### config.mk
export PLATFORM = sky130hd
export DESIGN_NAME = alu_regfile_pipe_flat
export DESIGN_NICKNAME = d
export VERILOG_FILES = /design/src/rtl/alu_regfile_pipe_if.sv /design/src/rtl/alu_regfile_pipe.sv /design/src/flat_wrapper.sv
export SDC_FILE = /design/constraint.sdc
export NUM_CORES = 2
export LEC_CHECK = 0
export BUFFER_PORTS_ARGS = -buffer_cell sky130_fd_sc_hd__buf_2
export CAP_MARGIN = 20
export CORE_UTILIZATION = 28
export DETAILED_ROUTE_END_ITERATION = 6
export SYNTH_ARGS = -nofsm -noshare
export SYNTH_HDL_FRONTEND = slang
export SYNTH_SLANG_ARGS = --single-unit
### constraint.sdc
create_clock -name clk -period 19.8 [get_ports clk]
set_input_delay 3.96 -clock clk [delete_from_list [all_inputs] [get_ports clk]]
set_output_delay 3.96 -clock clk [all_outputs]
set_load 0.01 [all_outputs]
### src/rtl/alu_regfile_pipe_if.sv
// Request/result bundle for alu_regfile_pipe.
// The master presents operations and observes results; the slave is the pipeline.
interface alu_regfile_pipe_if #(
  parameter int DATA_WIDTH    = 32,
  parameter int ADDRESS_WIDTH = 5
);
  logic                     in_valid;
  logic                     in_ready;
  logic [ADDRESS_WIDTH-1:0] rs1;
  logic [ADDRESS_WIDTH-1:0] rs2;
  logic [ADDRESS_WIDTH-1:0] rd;
  logic [DATA_WIDTH-1:0]    ImmOp;
  logic                     ALUsrc;
  logic [2:0]               ALUctrl;
  logic                     RegWrite;
  logic                     out_valid;
  logic [DATA_WIDTH-1:0]    ALUout;
  logic                     EQ;
  logic                     LT;
  logic [DATA_WIDTH-1:0]    a0;

  modport master (
    output in_valid, rs1, rs2, rd, ImmOp, ALUsrc, ALUctrl, RegWrite,
    input  in_ready, out_valid, ALUout, EQ, LT, a0
  );

  modport slave (
    input  in_valid, rs1, rs2, rd, ImmOp, ALUsrc, ALUctrl, RegWrite,
    output in_ready, out_valid, ALUout, EQ, LT, a0
  );
endinterface

### src/rtl/alu_regfile_pipe.sv
// Two-stage ALU + register file: EX computes from live operands into the result register; WB commits it to rd one edge later.
// No downstream backpressure; a RAW hit on the pending write stalls one cycle unless ALU_REGFILE_FORWARD_EN is defined.
module alu_regfile_pipe #(
  parameter int DATA_WIDTH    = 32,
  parameter int ADDRESS_WIDTH = 5,
  parameter int A0_INDEX      = 10
) (
  input logic               clk,
  input logic               rst_n,
  alu_regfile_pipe_if.slave bus
);
  localparam int NUM_REGS = 2 ** ADDRESS_WIDTH;
  localparam int SHAMT_W  = $clog2(DATA_WIDTH);

  typedef enum logic [2:0] {
    ALU_ADD = 3'b000,
    ALU_SUB = 3'b001,
    ALU_AND = 3'b010,
    ALU_OR  = 3'b011,
    ALU_XOR = 3'b100,
    ALU_SLL = 3'b101,
    ALU_SRL = 3'b110,
    ALU_SLT = 3'b111
  } alu_op_e;

  typedef struct packed {
    logic [DATA_WIDTH-1:0] result;
    logic                  eq;
    logic                  lt;
  } ex_res_t;

  logic [NUM_REGS-1:0][DATA_WIDTH-1:0] regs_q, regs_d;
  ex_res_t                             res_q, res_d;
  logic                                out_valid_q, out_valid_d;
  logic                                wb_we_q, wb_we_d;
  logic [ADDRESS_WIDTH-1:0]            wb_rd_q, wb_rd_d;

  logic [DATA_WIDTH-1:0] rf_rs1, rf_rs2;
  logic [DATA_WIDTH-1:0] op1, op2, ex_result;
  logic                  rs1_hit, rs2_hit;
  logic                  ex_eq, ex_lt;
  logic                  fire;
  logic [SHAMT_W-1:0]    shamt;

  // Register 0 is hardwired to zero on the read side as well.
  always_comb begin
    rf_rs1 = (bus.rs1 == '0) ? '0 : regs_q[bus.rs1];
    rf_rs2 = (bus.rs2 == '0) ? '0 : regs_q[bus.rs2];
  end

  // wb_we_q is only ever set for rd != 0, so x0 can never be matched here.
  always_comb begin
    rs1_hit = wb_we_q && (bus.rs1 == wb_rd_q);
    rs2_hit = wb_we_q && !bus.ALUsrc && (bus.rs2 == wb_rd_q);
  end

`ifdef ALU_REGFILE_FORWARD_EN
  always_comb begin
    bus.in_ready = rst_n;
    op1          = rs1_hit ? res_q.result : rf_rs1;
    op2          = bus.ALUsrc ? bus.ImmOp : (rs2_hit ? res_q.result : rf_rs2);
  end
`else
  logic stall;

  always_comb begin
    stall        = bus.in_valid && (rs1_hit || rs2_hit);
    bus.in_ready = rst_n && !stall;
    op1          = rf_rs1;
    op2          = bus.ALUsrc ? bus.ImmOp : rf_rs2;
  end
`endif

  assign fire = bus.in_valid && bus.in_ready;

  always_comb begin
    shamt     = op2[SHAMT_W-1:0];
    ex_eq     = (op1 == op2);
    ex_lt     = ($signed(op1) < $signed(op2));
    ex_result = '0;
    case (alu_op_e'(bus.ALUctrl))
      ALU_ADD: ex_result = op1 + op2;
      ALU_SUB: ex_result = op1 - op2;
      ALU_AND: ex_result = op1 & op2;
      ALU_OR:  ex_result = op1 | op2;
      ALU_XOR: ex_result = op1 ^ op2;
      ALU_SLL: ex_result = op1 << shamt;
      ALU_SRL: ex_result = op1 >> shamt;
      ALU_SLT: ex_result = {{(DATA_WIDTH-1){1'b0}}, ex_lt};
      default: ex_result = '0;
    endcase
  end

  // The result register doubles as the WB data; it commits on the edge after capture.
  always_comb begin
    res_d       = res_q;
    out_valid_d = fire;
    wb_we_d     = fire && bus.RegWrite && (bus.rd != '0);
    wb_rd_d     = wb_rd_q;
    regs_d      = regs_q;
    if (fire) begin
      res_d.result = ex_result;
      res_d.eq     = ex_eq;
      res_d.lt     = ex_lt;
      wb_rd_d      = bus.rd;
    end
    if (wb_we_q) begin
      regs_d[wb_rd_q] = res_q.result;
    end
  end

  always_ff @(posedge clk) begin
    if (!rst_n) begin
      regs_q      <= '0;
      res_q       <= '0;
      out_valid_q <= 1'b0;
      wb_we_q     <= 1'b0;
      wb_rd_q     <= '0;
    end else begin
      regs_q      <= regs_d;
      res_q       <= res_d;
      out_valid_q <= out_valid_d;
      wb_we_q     <= wb_we_d;
      wb_rd_q     <= wb_rd_d;
    end
  end

  always_comb begin
    bus.out_valid = out_valid_q;
    bus.ALUout    = res_q.result;
    bus.EQ        = res_q.eq;
    bus.LT        = res_q.lt;
    bus.a0        = regs_q[A0_INDEX];
  end
endmodule

### src/flat_wrapper.sv
// flat-port wrapper written by rule: the top's interface ports become plain ports
module alu_regfile_pipe_flat 
#(
  parameter int DATA_WIDTH    = 32,
  parameter int ADDRESS_WIDTH = 5,
  parameter int A0_INDEX      = 10
)
  (clk, rst_n, bus_in_valid, bus_rs1, bus_rs2, bus_rd, bus_ImmOp, bus_ALUsrc, bus_ALUctrl, bus_RegWrite, bus_in_ready, bus_out_valid, bus_ALUout, bus_EQ, bus_LT, bus_a0);
  alu_regfile_pipe_if #(.DATA_WIDTH(DATA_WIDTH), .ADDRESS_WIDTH(ADDRESS_WIDTH)) bus_i ();
  input logic clk;
  input logic rst_n;
  input wire logic [$bits(bus_i.in_valid)-1:0] bus_in_valid;
  input wire logic [$bits(bus_i.rs1)-1:0] bus_rs1;
  input wire logic [$bits(bus_i.rs2)-1:0] bus_rs2;
  input wire logic [$bits(bus_i.rd)-1:0] bus_rd;
  input wire logic [$bits(bus_i.ImmOp)-1:0] bus_ImmOp;
  input wire logic [$bits(bus_i.ALUsrc)-1:0] bus_ALUsrc;
  input wire logic [$bits(bus_i.ALUctrl)-1:0] bus_ALUctrl;
  input wire logic [$bits(bus_i.RegWrite)-1:0] bus_RegWrite;
  output wire logic [$bits(bus_i.in_ready)-1:0] bus_in_ready;
  output wire logic [$bits(bus_i.out_valid)-1:0] bus_out_valid;
  output wire logic [$bits(bus_i.ALUout)-1:0] bus_ALUout;
  output wire logic [$bits(bus_i.EQ)-1:0] bus_EQ;
  output wire logic [$bits(bus_i.LT)-1:0] bus_LT;
  output wire logic [$bits(bus_i.a0)-1:0] bus_a0;
  assign bus_i.in_valid = bus_in_valid;
  assign bus_i.rs1 = bus_rs1;
  assign bus_i.rs2 = bus_rs2;
  assign bus_i.rd = bus_rd;
  assign bus_i.ImmOp = bus_ImmOp;
  assign bus_i.ALUsrc = bus_ALUsrc;
  assign bus_i.ALUctrl = bus_ALUctrl;
  assign bus_i.RegWrite = bus_RegWrite;
  assign bus_in_ready = bus_i.in_ready;
  assign bus_out_valid = bus_i.out_valid;
  assign bus_ALUout = bus_i.ALUout;
  assign bus_EQ = bus_i.EQ;
  assign bus_LT = bus_i.LT;
  assign bus_a0 = bus_i.a0;
  alu_regfile_pipe #(.DATA_WIDTH(DATA_WIDTH), .ADDRESS_WIDTH(ADDRESS_WIDTH), .A0_INDEX(A0_INDEX)) u_core (.clk(clk), .rst_n(rst_n), .bus(bus_i));
endmodule
# Yosys cells after proc, flatten, opt, wreduce, memory -nomap -nowiden
# Index checks and enable logic that the tools add are counted.
# W data, S select, Z words.
[word_totals] reg_bits=1065 input_bits=55 out_inout_bits=68 elab_cells=87
[classes] add_sub_neg=2 n_lt_le_gt_ge=5 n_eq_ne=10 shift=2 n_mux=11 bitwise=3 n_reduce_logical=16
[ops] cell="$bwmux W1024" n=1
[ops] cell="$bmux W32 S5" n=2
[ops] cell="$pmux W32 S8" n=1
[ops] cell="$mux W32" n=6
[ops] cell="$demux W32 S5" n=1
[ops] cell="$add A32 B32 Y32" n=1
[ops] cell="$and A32 B32 Y32" n=1
[ops] cell="$eq A32 B32 Y1" n=1
[ops] cell="$lt A32 B32 Y1" n=1
[ops] cell="$or A32 B32 Y32" n=1
[ops] cell="$shl A32 B5 Y32" n=1
[ops] cell="$shr A32 B5 Y32" n=1
[ops] cell="$sub A32 B32 Y32" n=1
[ops] cell="$xor A32 B32 Y32" n=1
[ops] cell="$lt A5 B6 Y1 const B" n=3
[ops] cell="$eq A3 B3 Y1 const B" n=4
[ops] cell="$eq A5 B5 Y1" n=2
[ops] cell="$logic_not A5 Y1" n=2
[ops] cell="$logic_and A1 B1 Y1" n=9
[ops] cell="$eq A3 B2 Y1 const B" n=2
[ops] cell="$ge A5 B1 Y1 const B" n=1
[ops] cell="$reduce_bool A5 Y1" n=1
[ops] cell="$eq A3 B1 Y1 const B" n=1
[ops] cell="$logic_not A3 Y1" n=1
[ops] cell="other kinds (2)" n=3

# Longest topological paths before layout
[logic_depth] word_depth=10 mapped_depth=26

# Worst setup path after synthesis
# OpenSTA, ideal clock, no wires.
[synth_timing] path_type="in2out" start="in bus_rs2[0]" end="out bus_in_ready" t_arrival_ps=5447 t_required_ps=15840 path_slack_ps=10393 stages=9 path_buffers=5 cell_sequence="buf_6 -> buf_12 -> buf_8 -> buf_4 -> buf_2 -> xor2_1 -> nor4_1 -> a22o_1 -> a31oi_1"
[synth_between] elab_chain_len=6
[synth_rtl] item="from (decl)" line="flat_wrapper.sv:14" text="input wire logic [$bits(bus_i.rs2)-1:0] bus_rs2;"
[synth_rtl] item="$eq A5 B5 Y1" line="alu_regfile_pipe.sv:54" text="rs2_hit = wb_we_q && !bus.ALUsrc && (bus.rs2 == wb_rd_q);"
[synth_rtl] item="$logic_and A1 B1 Y1" line="alu_regfile_pipe.sv:54"
[synth_rtl] item="$logic_or A1 B1 Y1" line="alu_regfile_pipe.sv:67" text="stall = bus.in_valid && (rs1_hit || rs2_hit);"
[synth_rtl] item="$logic_and A1 B1 Y1" line="alu_regfile_pipe.sv:67"
[synth_rtl] item="$logic_not A1 Y1" line="alu_regfile_pipe.sv:68" text="bus.in_ready = rst_n && !stall;"
[synth_rtl] item="$logic_and A1 B1 Y1" line="alu_regfile_pipe.sv:68"
[synth_rtl] item="to (decl)" line="flat_wrapper.sv:20" text="output wire logic [$bits(bus_i.in_ready)-1:0] bus_in_ready;"
# No other way between the ends.

# Final worst setup path
[layout_timing] start="in bus_rs2[0]" end="reg u_core.res_q, in the netlist u_core.bus.ALUout[31]"
[layout_between] elab_chain_len=7 elab_cells_between_ends=20
[layout_rtl] item="parallel branches: the longest is 7 deep, another holds $sub A32 B32 Y32"
[layout_rtl] item="to (signal assigned)" line="alu_regfile_pipe.sv:121" text="res_q <= res_d;"
[layout_rtl] item="to (decl)" line="alu_regfile_pipe.sv:33" text="ex_res_t res_q, res_d;"
# Parallel ways; which one is timed is not known. The select of a mux whose other input is x is not followed.
# A chain may end at the register's enable or synchronous reset.

==> metrics.cfg <==
[clocking]
cts.sinks = 1065
htree_levels = 3
postCtsResizedCells = 0
path_clk_slew_ns = 0.06
cts.path.max_buffers = 3
cts_buffers = 118
cts_tree = built
cts_setup_buffers = 0
worstSkewPairLatency_ns = 0.84
root_buffer = clkbuf_16
holdBufCountCts = 0

[timing]
fin_crit_sh_pct = 57.94
skew_ns = 0.09420
period_needed_ns = 11.47
timing.fmax_mhz = 87.17
whs_ns = 0.4651
relSlewSlack_pct = 9.901
finalSetupTns_ns = 0
rsz0062_at_grt = no
worst_slack_ns = 8.328
worstMarginPinSlew_ns = 1.349
hold_viol = 0
setup_violations = 0
slew_violations = 0

[synth]
syn_nets = 7761
synth-edff-count = 0
ys_async_sr_fraction_pct = 0
synth.avg_cell_area_um2 = 8.224
yosys.area_share.simple_pct = 17.13
yosys.area_share.xor_xnor_pct = 0.5880
synth_top_cells_by_count = nand2_1, a21oi_1, dfxtp_1
synth_ff_type = dfxtp_1
synth_top_family_by_area = multiplexers
synthMuxAreaShare_pct = 22.00
syn_inst = 7607
synth_top_area_share_pct = 34.08
yosysTopAreaCell = dfxtp_1
ys_ff_latch = 1065
synth.area.top_cells = dfxtp_1, mux4_2, nand2_1, a21oi_1, mux2i_1
synth_fa_ha_area_share_pct = 2.004
synth.distinct_cells = 98
yosysMostFrequentCell = nand2_1
syn_area_um2 = 62560
synth_compound_area_share_pct = 17.85
yosys_warnings = 0
seq_area_frac_synth_pct = 34.08

[layout]
regArea_um2 = 21330
multi_input_area_um2 = 37650
layout-drive-gt1-share_pct = 15.48
stdcell_count = 10345
nFillCells = 23242
final_util_pct = 31.29
final_area_um2 = 69490
area_growth_pct = 11.08
nets = 7419

[worst_setup_path]
cpPeakStageDelay_ns = 0.85
crit_path_top_delay_cell = buf_4
arrival_ns = 12.14
startpoint_type = input pin
path_cells = buf_8, buf_4, buf_4, buf_4, mux2_2, a21oi_1, o21ai_0, o22ai_1, nor3_1, o21ai_0, nand2_1, ha_1, or3_1, nor3_1, nand4b_1, a2111oi_0, nor3_1, a311oi_1, nor2_1, xnor2_1, o211a_1, a41oi_1
path_max_fanout = 50
setup.worst_path.end_class = register
worstPathRequired_ns = 20.47
critPathKind = in -> reg

[routing]
drt_iter0_drc = 9319
vias_per_cell = 5.963
vias = 61692
firstDrtPassIters = 7
drcViolationCount = 0
wl_mm = 306.3
ant_nets = 0
wl_per_cell_um = 29.61

[global_routing]
track_usage_pct = 26.23
grt_max_degree = 267
grt_pass1_wl_mm = 429.5
grt_antenna_before_repair = 16
grt_overflow_total = 0
grt_pass1_vias = 57975

[die]
die_area_um2 = 225300
die_y_um = 474.7
initial_core_util_pct = 28.17
rows = 173
fp.dieW_um = 474.7
core_area_um2 = 222100
num_io_pins = 123

[pwr]
power_leakage_nw = 23.04
p_total_mw = 5.389
power_density_nw_per_um2 = 77.55
peakVddDrop_uv = 85.13

[hold_path]
hold_class = reg -> reg

[placement]
place_congestion = 1.003
place_inst = 10115
dp_slack_ns = 7.818
numPortBuffers = 122
hpwl_mm = 195.7
placed_area_um2 = 65350

[outcome]
status = completed

[flow_run]
maxCapViolCount = 0

==> cell type report <==
| class | instances | area share [%] |
|---|---|---|
| Tap cell | 2975 | 5.357 |
| Sequential cell | 1065 | 30.70 |
| Timing Repair Buffer | 324 | 3.324 |
| Antenna cell | 8 | 0.02881 |
| Clock inverter | 39 | 0.8103 |
| Inverter | 109 | 0.6122 |
| Clock buffer | 178 | 4.991 |
| Multi-Input combinational cell | 5647 | 54.18 |
==> worst max-delay path, delay by kind of cell <==
kind / cells / cell delay, ns
XOR/XNOR: 1 / 0.13
adder cells (fa/ha/maj): 1 / 0.51
multiplexers: 1 / 0.42
AND/OR/NAND/NOR: 7 / 1.84
AO/OA/AOI/OAI: 8 / 2.55
buffers and inverters: 4 / 2.56
==> kinds of logic (layout without fill, tap and decap cells) <==
| family | Yosys count | count (layout) |
|---|---|---|
| compound gates | 1940 | 1940 |
| flops | 1065 | 1065 |
| mux | 854 | 854 |
| simple gates | 2712 | 2712 |
| xor+xnor | 42 | 42 |
| other cells | 0 | 8 |
| buf+inv | 895 | 650 |
| fa+ha+maj | 99 | 99 |
==> layout by cell type (no fill, tap or decap), drive strengths merged, types with 12 or more instances in the layout <==
| cell | Yosys | layout |
|---|---|---|
| mux4 | 407 | 407 |
| a21o | 12 | 12 |
| a31oi | 28 | 28 |
| mux2i | 370 | 370 |
| nand3 | 25 | 25 |
| o221ai | 71 | 71 |
| mux2 | 77 | 77 |
| buf | 215 | 322 |
| o211ai | 19 | 19 |
| clkbuf | 571 | 180 |
| xor2 | 19 | 19 |
| inv | 106 | 109 |
| a211oi | 50 | 50 |
| nor2b | 17 | 17 |
| a22oi | 18 | 18 |
| a21oi | 1263 | 1263 |
| xnor2 | 23 | 23 |
| clkinv | 3 | 29 |
| o22ai | 107 | 107 |
| nor2 | 211 | 211 |
| ha | 97 | 97 |
| nand2 | 2269 | 2269 |
| o21ai | 188 | 188 |
| or2 | 12 | 12 |
| dfxtp | 1065 | 1065 |
| o31a | 20 | 20 |
| nand2b | 14 | 14 |
| or3 | 14 | 14 |
| a221oi | 31 | 31 |
| nor3 | 87 | 87 |
| o31ai | 13 | 13 |
==> routing by layer <==
| metal | global-route usage [%] | routed length (um) | part of all wire [%] | vias to the layer above |
|---|---|---|---|---|
| met5 | 0 | 42 | 0.014 | - |
| li1 | - | - | - | 25989 |
| met4 | 16.68 | 22620 | 7.4 | 6 |
| met1 | 32.85 | 115500 | 38 | 30338 |
| met2 | 39.24 | 130300 | 43 | 4352 |
| met3 | 7.595 | 37900 | 12 | 1007 |
==> where the power goes <==
group | internal, mW | switching [mW]
registers | 2.15 | 0.0311
logic | 0.233 | 0.647
clock network | 1.32 | 1.01
total | 3.70 | 1.68
==> final timing paths <==
check             slack [ns]                     to          startpoint  depth (start not counted)
setup / recovery        8.33  u_core.bus.ALUout[31]          bus_rs2[0]                         22
hold / removal          0.47     u_core.regs_q[990]  u_core.regs_q[990]                          2
setup reg to reg       13.66  u_core.bus.ALUout[31]   u_core.regs_q[33]                         17
hold reg to reg         0.47     u_core.regs_q[990]  u_core.regs_q[990]                          2
==> sequential cells by signal (all words and copies together) (netlist names) <==
register	count
u_core.bus.a0	32
u_core.wb_we_q	1
u_core.bus.out_valid	1
u_core.wb_rd_q	5
u_core.bus.LT	1
u_core.regs_q	992
u_core.bus.ALUout	32
u_core.bus.EQ	1
No activity file was read; power rests on OpenSTA's default activity.
